$ cat src/rtl/note_sequencer.sv
// Melody sequencer: walks a pattern RAM of (frequency_step, duration) entries and
// drives one oscillator's frequency_step plus a mute gate, timed in sound-strobe ticks.
module note_sequencer #(
  parameter int DEPTH_LOG2 = 5,
  parameter int TICK_DIV   = 512,
  parameter int GAP_TICKS  = 1
) (
  input  logic                  clk,
  input  logic                  rst,
  input  logic                  strobe,
  input  logic                  start,
  input  logic                  stop,
  input  logic                  loop_en,
  input  logic                  wr_en,
  input  logic [DEPTH_LOG2-1:0] wr_addr,
  input  logic [23:0]           wr_data,
  output logic [15:0]           frequency_step,
  output logic                  gate,
  output logic                  busy,
  output logic [DEPTH_LOG2-1:0] step_index,
  output logic                  done
);

  localparam int DEPTH = 2 ** DEPTH_LOG2;
  localparam int PW    = (TICK_DIV > 1) ? $clog2(TICK_DIV) : 1;

  localparam logic [PW-1:0]         PRE_LAST   = PW'(TICK_DIV - 1);
  localparam logic [7:0]            GAP        = 8'(GAP_TICKS);
  localparam logic [DEPTH_LOG2-1:0] LAST_INDEX = DEPTH_LOG2'(DEPTH - 1);

  typedef enum logic [2:0] {
    IDLE,
    LOAD,
    EVAL,
    PLAY,
    DONE
  } state_t;

  state_t      state;
  logic [23:0] mem [DEPTH];
  logic [23:0] entry;
  logic [PW-1:0] prescaler;
  logic [7:0]  remaining;
  logic [7:0]  note_dur;

  logic [15:0] entry_freq;
  logic [7:0]  entry_dur;
  logic        tick;
  logic [7:0]  remaining_next;

  assign entry_freq     = entry[23:8];
  assign entry_dur      = entry[7:0];
  assign tick           = strobe && (prescaler == PRE_LAST);
  assign remaining_next = remaining - 8'd1;

  // Pattern RAM keeps its contents across reset, so it lives outside the reset domain.
  always_ff @(posedge clk) begin
    if (wr_en) begin
      mem[wr_addr] <= wr_data;
    end
  end

  always_ff @(posedge clk or posedge rst) begin
    if (rst) begin
      state          <= IDLE;
      frequency_step <= '0;
      gate           <= 1'b0;
      busy           <= 1'b0;
      done           <= 1'b0;
      step_index     <= '0;
      prescaler      <= '0;
      remaining      <= '0;
      note_dur       <= '0;
      entry          <= '0;
    end else begin
      done <= 1'b0;
      if (stop && state != IDLE) begin
        state          <= IDLE;
        gate           <= 1'b0;
        frequency_step <= '0;
        busy           <= 1'b0;
        step_index     <= '0;
        prescaler      <= '0;
        remaining      <= '0;
      end else begin
        case (state)
          IDLE: begin
            if (start) begin
              state      <= LOAD;
              step_index <= '0;
              busy       <= 1'b1;
            end
          end

          LOAD: begin
            entry <= mem[step_index];
            state <= EVAL;
          end

          EVAL: begin
            if (entry_dur != 8'd0) begin
              frequency_step <= entry_freq;
              gate           <= (entry_freq != 16'd0);
              remaining      <= entry_dur;
              note_dur       <= entry_dur;
              prescaler      <= '0;
              state          <= PLAY;
            end else if (loop_en && step_index != '0) begin
              step_index <= '0;
              state      <= LOAD;
            end else begin
              // A marker at entry 0 never loops, otherwise playback would spin in zero time.
              state          <= DONE;
              done           <= 1'b1;
              gate           <= 1'b0;
              frequency_step <= '0;
            end
          end

          PLAY: begin
            if (strobe) begin
              if (tick) begin
                prescaler <= '0;
                remaining <= remaining_next;
                // frequency_step is left alone through the gap so the oscillator phase carries on.
                if (remaining_next <= GAP && note_dur > GAP) begin
                  gate <= 1'b0;
                end
                if (remaining == 8'd1) begin
                  if (step_index != LAST_INDEX) begin
                    step_index <= step_index + 1'b1;
                    state      <= LOAD;
                  end else if (loop_en) begin
                    step_index <= '0;
                    state      <= LOAD;
                  end else begin
                    state          <= DONE;
                    done           <= 1'b1;
                    gate           <= 1'b0;
                    frequency_step <= '0;
                  end
                end
              end else begin
                prescaler <= prescaler + PW'(1);
              end
            end
          end

          DONE: begin
            state      <= IDLE;
            busy       <= 1'b0;
            step_index <= '0;
          end

          default: begin
            state <= IDLE;
          end
        endcase
      end
    end
  end

endmodule

$ cat config.mk
export PLATFORM = sky130hd
export DESIGN_NAME = note_sequencer
export DESIGN_NICKNAME = d
export VERILOG_FILES = /design/src/rtl/note_sequencer.sv
export SDC_FILE = /design/constraint.sdc
export NUM_CORES = 1
export LEC_CHECK = 0
export CORE_MARGIN = 1.5
export CORE_UTILIZATION = 50
export CTS_CLUSTER_SIZE = 12
export DETAILED_ROUTE_END_ITERATION = 10
export PLACE_DENSITY = 0.66
export SLEW_MARGIN = 20
export SYNTH_ARGS = -nofsm -noshare
export SYNTH_HDL_FRONTEND = slang
export SYNTH_SLANG_ARGS = --single-unit
$ cat constraint.sdc
create_clock -name clk -period 4.3 [get_ports clk]
set_input_delay 0.86 -clock clk [delete_from_list [all_inputs] [get_ports clk]]
set_output_delay 0.86 -clock clk [all_outputs]
set_load 0.02 [all_outputs]
==> run summary <==
Max-capacitance violation count -> 0
Syn avg cell area -> 19.9 um^2
Fmax -> 0.315 GHz
Worst EP required -> 3.44 ns
Global-route wire length before repair -> 113000 um
CTS tree -> built
Most frequently used flop master after synthesis -> edfxtp_1
CP arrival -> 2.31 ns
WP buf/inv -> 1
Slowest stage delay, CP -> 0.95 ns
Clk Latency, worst-skew pair -> 0.63 ns
H-tree depth -> 3
Status -> complete, no violations
Hpwl dp -> 45500 um
GRT Overall Usage -> 23.3%
Initial Util -> 50.8%
Inserted Clock Buffers -> 85
Post-Route WL -> 76300 um
Drt first pass iters -> 5
Postcts setup bufs -> 0
Clock Pin Slew Worst Setup and Hold Paths -> 0.06 ns
RSZ-0062 raised after global routing -> no
Sequential area share after synthesis -> 75.8%
I/O pins -> 60
Cell chain of the critical path -> clkdlybuf4s50_1
Tmin final -> 3.17 ns
Via count -> 16500
Post-synth EDFFs -> 768
Leakage -> 11.7 nW
Logic pwr share -> 12.3%
Asr flop ratio synth -> 8.90%
Cell Pwr Density -> 508 nW/um^2
Internal power -> 14.3 mW
Die width -> 260 um
Psw -> 4.66 mW
CTS resizes -> 0
Initial antenna violation count -> 2
Area of the die -> 67400 um^2
Overflow after GRT -> 0
CORE AREA -> 64800 um^2
Remaining antenna violation count -> 0
Net Sw Frac -> 24.6%
Mapped Cells -> 1657
Proportion of layout cells with a drive suffix above 1 -> 22.0%
Final setup viols -> 0
Worst setup EP type -> output pin
Top post-synthesis cells by area -> edfxtp_1 70%, mux4_2 11%, dfrtp_1 5.7%
Slowest cell on the critical path -> dfrtp_4
Post-Syn Area -> 32900 um^2
Synth unique cells -> 63
Ys Warns -> 0
Port bufs -> 59
Final period util -> 73.7%
Clock power frac -> 36.1%
Share of the synthesized area in the top cell type -> 70.1%
Critical path type -> reg2out
Final-stage net count -> 1811
Max-slew headroom at the worst pin -> 26.7%
Fin Hold WS -> 0.482 ns
Setup TNS -> 0 ns
HP Class -> reg2reg
Root buf cell -> clkbuf_16
Post-route DRC -> 0
Fin util -> 57.5%
Vias in the first global route -> 16900
Slew Viols, Final -> 0
Synth-to-Final Area Change -> 13.1%
Sinks on the clock net -> 843
Syn Nets -> 1701
Initial DRC count -> 1781
Wirelength per Cell -> 28.5 um
Hold Fails Final Rpt -> 0
Slew at the pin with the worst max-slew slack -> 1.10 ns
Post-CTS Hold Fix Bufs -> 0
Maximum number of pins on one net before global-route repair -> 74
Commonest cells in the netlist -> 768 x edfxtp_1, 164 x mux4_2, 84 x mux2i_1
Synth Register Bits -> 843
Clock buffer depth -> 3
Crit path max fanout -> 47
Count leader, synth -> edfxtp_1
Worst Setup Start Kind -> register
RD Place Congestion -> 0.826
Worst Skew -> 0.0217 ns
Sequential power share -> 51.7%
Vias per cell -> 6.17
FP Rows -> 93
Die H -> 260 um
Worst vdd ir -> 0.000288 V
Most area-hungry cell type in the Yosys netlist -> edfxtp_1
Top delay family on crit path -> flip-flops
## area by class of cell
| class | instances | area [um^2] |
|---|---|---|
| repair buffers | 111 | 981 |
| diodes | 1 | 2.50 |
| well taps | 855 | 1070 |
| clock inverters | 20 | 165 |
| fillers | 4655 | 27600 |
| flip-flops and latches | 843 | 25000 |
| clock buffers | 123 | 2360 |
| multi-input cells | 716 | 7680 |
| inverters | 10 | 38.8 |
## per-stage QoR
stage,cell area (um^2),setup WS [ns],instances,total power [mW]
global placement,34800,0.967,2535,12.3
global route,37200,1.06,2678,19.6
CTS,37300,1.10,2678,19.1
finish,37200,1.13,2679,18.9
floorplan,32900,1.35,1657,11.4
detailed placement,34800,0.922,2535,12.3
## logic make-up after synthesis
family                     Yosys count  share of synthesized area (%)
DFF                                843                           75.8
muxes                              255                           14.0
and+or+nand+nor                    236                           3.63
AOI/OAI and AO/OA                  215                           4.57
buffers and inverters               98                           1.66
adders and majority gates            8                          0.304
xor gates and xnor gates             2                         0.0532
## worst register-to-register path: stages, from the launching register on
cell and delay [ns]:
dfrtp_1 0.87, nand3b_1 0.99, buf_4 0.52, o22ai_1 0.36, a211oi_1 0.09, nand2_1 0.10, o211a_1 0.14
## power groups by stage
stage                     logic (mW)  registers [mW]  clock network [mW]
after floorplan                 1.65            9.77                   0
after global placement          2.32            9.94                   0
after detailed placement        2.36            9.95                   0
after CTS                       2.36            9.79                6.94
after global routing            2.55            9.83                7.25
final                           2.33            9.79                6.83
## cells in the final DEF (no fill, tap or decap), types with 6 or more instances in the layout
cell type        instances
a211o_1                  9
a211oi_1                31
a21oi_1                 10
a221oi_1                 6
a22o_1                  23
a22oi_1                 26
and3_1                  10
buf_12                   8
buf_2                   20
buf_4                   44
clkbuf_1                33
clkbuf_16               89
clkdlybuf4s50_1         39
clkinv_1                 9
clkinv_2                 7
dfrtp_1                 72
edfxtp_1               768
ha_1                     8
inv_1                    7
mux2_2                   6
mux2i_1                 84
mux4_2                 164
nand2_1                 71
nand2b_1                 8
nand3_1                  9
nand3b_1                 8
nor2_1                  35
nor2_2                   6
nor2_4                  27
nor3_1                  16
nor4_1                  13
o211a_1                  7
o21ai_0                 30
o21ai_1                 18
o22ai_1                 34
## state kept, by name (all words and copies together) (netlist names)
signal          flops
entry              24
mem               768
busy                1
note_dur            7
step_index          5
frequency_step     16
prescaler           9
gate                1
state               3
done                1
remaining           8
## final timing paths
check / start / to / slack [ns] / depth (start not counted)
setup / recovery: step_index[2] / step_index[2] / 1.13 / 1
hold / removal: frequency_step[11] / frequency_step[11] / 0.48 / 2
setup reg to reg: step_index[3] / entry[22] / 1.17 / 6
hold reg to reg: frequency_step[11] / frequency_step[11] / 0.48 / 2
max in group asynchronous: rst / entry[3] / 2.64 / 3
min in group asynchronous: rst / state[0] / 0.73 / 2
## layer usage
metal  vias to the layer above  track usage (%)  part of all wire [%]
met3                       105             5.47                   8.4
li1                       7060                -                     -
met2                       661             36.9                    48
met5                         -                0                 0.012
met4                         2             7.04                   2.4
met1                      8706             32.4                    41
(Power assumes the default switching activity.)
